===== config.mk =====
export PLATFORM = sky130hd
export DESIGN_NAME = controlador_puertas
export DESIGN_NICKNAME = d
export VERILOG_FILES = /design/src/rtl/controlador_puertas.sv
export SDC_FILE = /design/constraint.sdc
export NUM_CORES = 1
export LEC_CHECK = 0
export CAP_MARGIN = 20
export CORE_UTILIZATION = 35
export CTS_CLUSTER_DIAMETER = 80
export DETAILED_ROUTE_END_ITERATION = 10
export PLACE_DENSITY = 0.6
export SETUP_SLACK_MARGIN = 0.1
export SLEW_MARGIN = 40
export SYNTH_ARGS = -nofsm -noshare
export SYNTH_HDL_FRONTEND = slang
export SYNTH_SLANG_ARGS = --single-unit
export TNS_END_PERCENT = 10

===== constraint.sdc =====
create_clock -name clk -period 2.6 [get_ports clk]
set_clock_uncertainty 0.15 [all_clocks]
set_input_delay 0.52 -clock clk [delete_from_list [all_inputs] [get_ports clk]]
set_output_delay 0.52 -clock clk [all_outputs]
set_load 0.02 [all_outputs]

===== src/rtl/controlador_puertas.sv =====
// Elevator door sequencer: drives the door motor, times the open dwell and motor
// travel with one cycle counter, and latches a sticky fault on stall or bad sensors.
module controlador_puertas #(
    parameter int unsigned T_ABIERTA = 100,
    parameter int unsigned T_MOTOR   = 50,
    parameter int unsigned ANCHO     = 8
) (
    input  logic       clk,
    input  logic       reset,
    input  logic       abrir,
    input  logic       cerrar,
    input  logic       en_piso,
    input  logic       obstaculo,
    input  logic       fin_abrir,
    input  logic       fin_cerrar,
    output logic [1:0] estado,
    output logic       motor_abrir,
    output logic       motor_cerrar,
    output logic       timeout,
    output logic       puertas_cerradas,
    output logic       falla
);

    typedef enum logic [1:0] {
        CERRADA  = 2'b00,
        ABIERTA  = 2'b01,
        ABRIENDO = 2'b10,
        CERRANDO = 2'b11
    } estado_t;

    localparam logic [ANCHO-1:0] FIN_DWELL = ANCHO'(T_ABIERTA - 1);
    localparam logic [ANCHO-1:0] FIN_MOTOR = ANCHO'(T_MOTOR - 1);
    localparam logic [ANCHO-1:0] CNT_MAX   = '1;

    estado_t          estado_q, estado_d;
    logic [ANCHO-1:0] cnt_q, cnt_d;
    logic             falla_q, falla_d;
    logic             timeout_q, timeout_d;
    logic             motor_abrir_q, motor_abrir_d;
    logic             motor_cerrar_q, motor_cerrar_d;
    logic             puertas_cerradas_q, puertas_cerradas_d;
    logic             cnt_clr;

    // Next-state logic; a fault freezes everything until reset.
    always_comb begin
        estado_d  = estado_q;
        falla_d   = falla_q;
        timeout_d = 1'b0;
        cnt_clr   = 1'b0;

        if (!falla_q) begin
            if (fin_abrir && fin_cerrar) begin
                falla_d = 1'b1;
            end else begin
                unique case (estado_q)
                    CERRADA: begin
                        if (abrir && en_piso) begin
                            estado_d = ABRIENDO;
                        end
                    end
                    ABRIENDO: begin
                        if (fin_abrir) begin
                            estado_d = ABIERTA;
                        end else if (cnt_q == FIN_MOTOR) begin
                            falla_d = 1'b1;
                        end
                    end
                    ABIERTA: begin
                        if (obstaculo || abrir) begin
                            cnt_clr = 1'b1;
                        end else if (cerrar) begin
                            estado_d = CERRANDO;
                        end else if (cnt_q == FIN_DWELL) begin
                            estado_d  = CERRANDO;
                            timeout_d = 1'b1;
                        end
                    end
                    CERRANDO: begin
                        if (obstaculo || abrir) begin
                            estado_d = ABRIENDO;
                        end else if (fin_cerrar) begin
                            estado_d = CERRADA;
                        end else if (cnt_q == FIN_MOTOR) begin
                            falla_d = 1'b1;
                        end
                    end
                    default: estado_d = CERRADA;
                endcase
            end
        end

        // Doors are not proven closed after a fault, so report them open.
        if (falla_d && !falla_q) begin
            estado_d  = ABIERTA;
            timeout_d = 1'b0;
        end

        if (falla_q) begin
            cnt_d = cnt_q;
        end else if (cnt_clr || (estado_d != estado_q) || falla_d) begin
            cnt_d = '0;
        end else if (cnt_q != CNT_MAX) begin
            cnt_d = cnt_q + ANCHO'(1);
        end else begin
            cnt_d = cnt_q;
        end

        motor_abrir_d      = (estado_d == ABRIENDO) && !falla_d;
        motor_cerrar_d     = (estado_d == CERRANDO) && !falla_d;
        puertas_cerradas_d = (estado_d == CERRADA) && !falla_d;
    end

    always_ff @(posedge clk) begin
        if (reset) begin
            estado_q           <= CERRADA;
            cnt_q              <= '0;
            falla_q            <= 1'b0;
            timeout_q          <= 1'b0;
            motor_abrir_q      <= 1'b0;
            motor_cerrar_q     <= 1'b0;
            puertas_cerradas_q <= 1'b1;
        end else begin
            estado_q           <= estado_d;
            cnt_q              <= cnt_d;
            falla_q            <= falla_d;
            timeout_q          <= timeout_d;
            motor_abrir_q      <= motor_abrir_d;
            motor_cerrar_q     <= motor_cerrar_d;
            puertas_cerradas_q <= puertas_cerradas_d;
        end
    end

    assign estado           = estado_q;
    assign motor_abrir      = motor_abrir_q;
    assign motor_cerrar     = motor_cerrar_q;
    assign timeout          = timeout_q;
    assign puertas_cerradas = puertas_cerradas_q;
    assign falla            = falla_q;

endmodule

-- Word-level counts from Yosys, hierarchy flattened
Cells that the tools add are included.
- flip-flop bits (word level): 15
- latch bits: 0
- memory bits (writable): 0
- ROM bits: 0
- output and inout bits: 7
- logic and storage cells: 60
- memories kept: 0
- add/sub/neg operators: 1
- multipliers: 0
- divide/modulo/power cells: 0
- $lt $le $gt $ge: 0
- equality and inequality tests: 9
- shift operators: 0
- multiplexer cells: 25
- bitwise gates (word level): 2
- reduce and logical (&&, ||, !) cells: 16
- operator list (operator ; number):
    2-bit 2-to-1 mux ; 10
    8-bit 2-to-1 mux ; 2
    1-bit 2-to-1 mux ; 11
    8-bit by 1-bit adder with 8-bit output, second input constant ; 1
    2-bit equality test, second input constant ; 4
    8-bit by 6-bit equality test with 1-bit output, second input constant ; 1
    8-bit by 7-bit equality test with 1-bit output, second input constant ; 1
    8-bit inequality test, second input constant ; 1
    2-bit case mux with 4 select lines ; 1
    7-bit OR reduction ; 1
    1-bit logical AND ; 6
    2-bit logical NOT ; 2
    1-bit logical OR ; 3
    2-bit by 1-bit equality test with 1-bit output, second input constant ; 1
    1-bit logical NOT ; 2
    2-bit inequality test ; 1
    1-bit inverter ; 2
    1-bit case mux with 2 select lines ; 1
    2-bit AND reduction ; 1
    2-bit nonzero test ; 1

-- Depth between registers and ports, before layout
- depth in word-level cells: 14
- depth in mapped cells: 8
- depth with buffers taken out: 8

-- Worst setup path after synthesis
Ideal clock, no wire load.
- kind: input to register
- start: input fin_cerrar
- end: register cnt_q[7]
- library setup time: 0.058 ns
- data arrival time: 2.083 ns
- required time: 2.392 ns
- setup slack: 0.309 ns
- stages: 7
- path through: clkbuf_1 -> a21oi_2 -> a21oi_1 -> o31a_2 -> nor4_1 -> o21ai_2 -> o21ba_1
- word-level cells in the longest chain between the ends: 12
- elaborated cells on any way between the ends: 21
- those cells by class: eq/ne (1); mux (14); reduce/logical (6)
- RTL lines (item ; line ; text):
    from (decl) ; 15 ; input logic fin_cerrar,
    1-bit 2-to-1 mux ; 81 ; end else if (fin_cerrar) begin
    1-bit 2-to-1 mux ; 79 ; if (obstaculo || abrir) begin
    1-bit case mux with 2 select lines ; 55 ; unique case (estado_q)
    1-bit 2-to-1 mux ; 52 ; if (fin_abrir && fin_cerrar) begin
    1-bit 2-to-1 mux ; 51 ; if (!falla_q) begin
    1-bit logical AND ; 93 ; if (falla_d && !falla_q) begin
    2-bit 2-to-1 mux ; 93 ;
    2-bit inequality test ; 100 ; end else if (cnt_clr || (estado_d != estado_q) || falla_d) begin
    1-bit logical OR ; 100 ;
    1-bit logical OR (*) ; 100 ;
    2-bit nonzero test (no source line) ; -- ;
    2-bit AND reduction (no source line) ; -- ;
    to (signal assigned) ; 124 ; cnt_q <= cnt_d;
    to (decl) ; 36 ; logic [ANCHO-1:0] cnt_q, cnt_d;
Mark *: on every way between the ends. The rest lies on a longest branch, timed or not.
A chain may end at the register's enable or synchronous reset.

-- Worst setup path in the final report
- start: input abrir
- end: register cnt_q[6]
- word-level cells in the longest chain between the ends: 12
- elaborated cells on any way between the ends: 24
- those cells by class: eq/ne (1); mux (16); reduce/logical (7)
- RTL lines (item ; line ; text):
    from (decl) ; 10 ; input logic abrir,
    1-bit logical OR ; 69, 79 ;
    1-bit 2-to-1 mux ; 79 ;
    1-bit case mux with 2 select lines ; 55 ;
    1-bit 2-to-1 mux ; 52 ;
    1-bit 2-to-1 mux ; 51 ;
    1-bit logical AND ; 93 ;
    2-bit 2-to-1 mux ; 93 ;
    2-bit inequality test ; 100 ;
    1-bit logical OR ; 100 ;
    1-bit logical OR (*) ; 100 ;
    2-bit nonzero test (no source line) ; -- ;
    2-bit AND reduction (no source line) ; -- ;
Marked as above.

==> results by group <==
Outcome
  • Status: finished clean

Place
  • Hpwl dp: 1.82 mm
  • Routability congestion estimate: 0.919
  • DP Area: between 1000 and 1500 um^2
  • PortBufs: 14

Detailed routing
  • Final wirelength: 2.34 mm
  • Vias after detailed routing: 958
  • Post-route ant nets: 0
  • Iter 0 DRT Violations: 19
  • Drt first pass iters: 4
  • WL per Instance: 13.4 um
  • # DRC: 0
  • Vias per cell: 5.47

Setup path
  • Worst Setup SP: abrir
  • Worst path cell trace: clkdlybuf4s50_1, buf_4, nor4b_1, and2_1, o31a_2, nor4_2, o21ai_2, buf_6, a21oi_1
  • R2R setup slack: ~0.3 ns
  • Critical Path AT: 2.39 ns
  • RR Startpoint: cnt_q[3]$_SDFFE_PP0P_
  • WS Path Type: input pin to register
  • Worst r2r path cells: 6
  • CP Max Fanout: 5
  • Slowest cell on crit path: clkdlybuf4s50_1
  • Largest delay share family, worst path: buffers and inverters
  • RR Endpoint: cnt_q[6]$_SDFFE_PP0P_
  • Startpoint Class: input pin
  • WP depth: 9
  • CP bufs+invs: 3
  • CP endpoint kind: register
  • CP Data Required Time: 2.62 ns
  • Worst path max stage delay: about 0.42 ns
  • Crit path to: cnt_q[6]$_SDFFE_PP0P_

Clocking
  • Worst-path clk slew: 0.09 ns
  • Clock buffer depth: 2
  • H-tree depth: 1
  • Hold buffer count at cts: 0
  • Clk_lat worst skew: 0.29 ns
  • CTS root buffer: clkbuf_4
  • CTS Buf Count: 3
  • TritonCTS clock tree: built
  • CTS sink cnt: 15

Final layout
  • Most frequent cells in the layout: buf_4 (17), dfxtp_1 (15), clkdlybuf4s50_1 (14)
  • P&R area growth vs syn: 35.8%
  • Most common cell after layout, fill and taps aside: buf_4
  • Post-Layout Inst Area: between 1000 and 1500 um^2
  • Layout Nets: roughly 160
  • Share of cells above drive strength 1: 22.1%
  • Inserted Diodes: 0

Synth
  • Area of the mapped netlist: between 900 and 1000 um^2
  • FF+latch count, synth: 15
  • Ys Warns: 0
  • Post-Synthesis Cells: 114
  • Synth cell types: 40
  • Syn Area/Cell: around 8.2 um^2
  • Register area share after synthesis: 32.1%
  • Post-Syn Nets: 124

Worst hold path
  • Worst hold path type: register to register

STA
  • Worst-Margin Slew: 0.349 ns
  • Fmax: 0.423 GHz
  • Post-route minimum period: 2.37 ns
  • Setup_tns: 0 ns
  • Final hold violations: 0
  • Max-slew headroom: 76.4%
  • Final setup fails: 0
  • Final period utilization: 91.0%
  • Max-slew violations: 0
  • RSZ-0062 raised after global routing: yes
  • Fin Hold WS: 0.361 ns

Power and ir drop
  • Peak VDD IR: 0.226 mV
  • Pleak: 0.000475 uW
  • PwrDens: 425 nW/um^2

Die
  • Initial Utilization: 37.4%
  • Core box area: about 2500 um^2
  • Num ports: 15
  • Die width: 53.7 um
  • Die Height: 53.7 um
  • Die ar.: 2880 um^2
  • Row count: 18

Global routing
  • Grt total ovfl: 0
  • GRT Total Usage: roughly a fifth
  • First-pass GRT wire length: ~3.9 mm
  • Vias in the first global route: 910
  • Initial antenna violation count: 0
  • Largest net degree at the start of global routing: 13

Run
  • Max-Cap Viols: 0
-- sequential cells by signal (all words and copies together) (netlist names) --
signal,count
timeout,1
motor_abrir,1
estado,2
puertas_cerradas,1
falla,1
motor_cerrar,1
cnt_q,8
-- where the power goes --
part | leakage, uW | internal, uW | switching (uW) | total, uW
combinational | 0.000335 | 75.8 | 75.7 | 151
sequential | 0.000122 | 240 | 10.6 | 251
clock | 0.0000177 | 57.1 | 80.2 | 137
-- area by class of cell --
class / instances / area, um^2
clock buffer: 3 / 22.5
clock inverter: 1 / 5.00
fill: 236 / 1230
inverter: 5 / 18.8
multi-input combinational: 89 / 608
sequential: 15 / 300
tap: 30 / 37.5
timing repair buffer: 32 / 279
-- worst min path at each step --
stage / from / end / slack [ns] / cells past startpoint
after floorplan: cnt_q[5]$_SDFFE_PP0P_ / cnt_q[5]$_SDFFE_PP0P_ / 0.32 / 2
after global placement: cnt_q[5]$_SDFFE_PP0P_ / cnt_q[5]$_SDFFE_PP0P_ / 0.34 / 2
after detailed placement: cnt_q[5]$_SDFFE_PP0P_ / cnt_q[5]$_SDFFE_PP0P_ / 0.35 / 2
after CTS: cnt_q[5]$_SDFFE_PP0P_ / cnt_q[5]$_SDFFE_PP0P_ / 0.37 / 2
after global routing: cnt_q[5]$_SDFFE_PP0P_ / cnt_q[5]$_SDFFE_PP0P_ / 0.41 / 2
final: cnt_q[5]$_SDFFE_PP0P_ / cnt_q[5]$_SDFFE_PP0P_ / 0.36 / 2
-- Yosys cell counts --
library cell   n  area, um^2
dfxtp_1       15         300
nor2_1        11        41.3
a21oi_1        9        45.0
o21ai_0        9        45.0
nand2_1        8        30.0
inv_1          5        18.8
nor3_1         5        25.0
clkbuf_1       4        15.0
nand3_1        3        15.0
nor2b_1        3        18.8
nor4_1         3        18.8
or3_1          3        18.8
xnor2_1        3        26.3
ha_1           2        25.0
nand4_1        2        12.5
nor4b_1        2        17.5
o21a_1         2        15.0
o31a_1         2        17.5
or4b_4         2        27.5
a211o_1        1        8.76
a211oi_1       1        7.51
a21o_1         1        7.51
a21oi_2        1        8.76
a221oi_1       1        8.76
and2_1         1        6.26
and3_1         1        6.26
and4_1         1        8.76
buf_6          1        11.3
nand3b_1       1        7.51
nand4b_1       1        8.76
nor4_2         1        12.5
o2111ai_4      1        26.3
o211ai_2       1        12.5
o21ai_2        1        8.76
o21ba_1        1        10.0
o21bai_1       1        7.51
o221ai_1       1        8.76
o31a_2         1        10.0
o31ai_1        1        7.51
xor2_1         1        8.76
-- stage by stage --
stage / total power, uW / std cells / utilization, % / setup slack (ns)
after floorplan: 334 / 114 / - / 0.309
after global placement: 401 / 171 / 48.9 / -0.155
after detailed placement: 403 / 171 / 48.9 / -0.180
after CTS: 541 / 175 / 50.0 / 0.128
after global routing: 578 / 175 / 50.9 / 0.0893
final: 540 / 175 / 50.9 / 0.234
-- tightest hold or removal path: cells and delay by family (launching register included) --
kind / cells / cell delay [ns]
AO/OA/AOI/OAI: 2 / 0.14
flip-flops: 1 / 0.33
-- timing repair --
| item | in CTS | in global routing |
|---|---|---|
| setup buffers | 0 | 0 |
| setup endpoints to repair | 0 | 7 |
| gates resized for setup | 0 | 4 |
-- routing by layer --
layer	vias to the layer above	global-route usage, %	routed length [um]
met2	29	30.2	1070
met5	-	0	0
met1	440	24.4	1100
li1	487	-	-
met4	0	7.46	12
met3	2	3.39	154
-- cells by family after synthesis --
kind of cell / share of synthesized area [%]
AO/OA/AOI/OAI: 27.3
AND/OR/NAND/NOR: 29.4
flip-flops: 32.1
adder cells (fa/ha/maj): 2.67
XOR/XNOR: 3.74
buffers and inverters: 4.81
(Power assumes the default switching activity.)
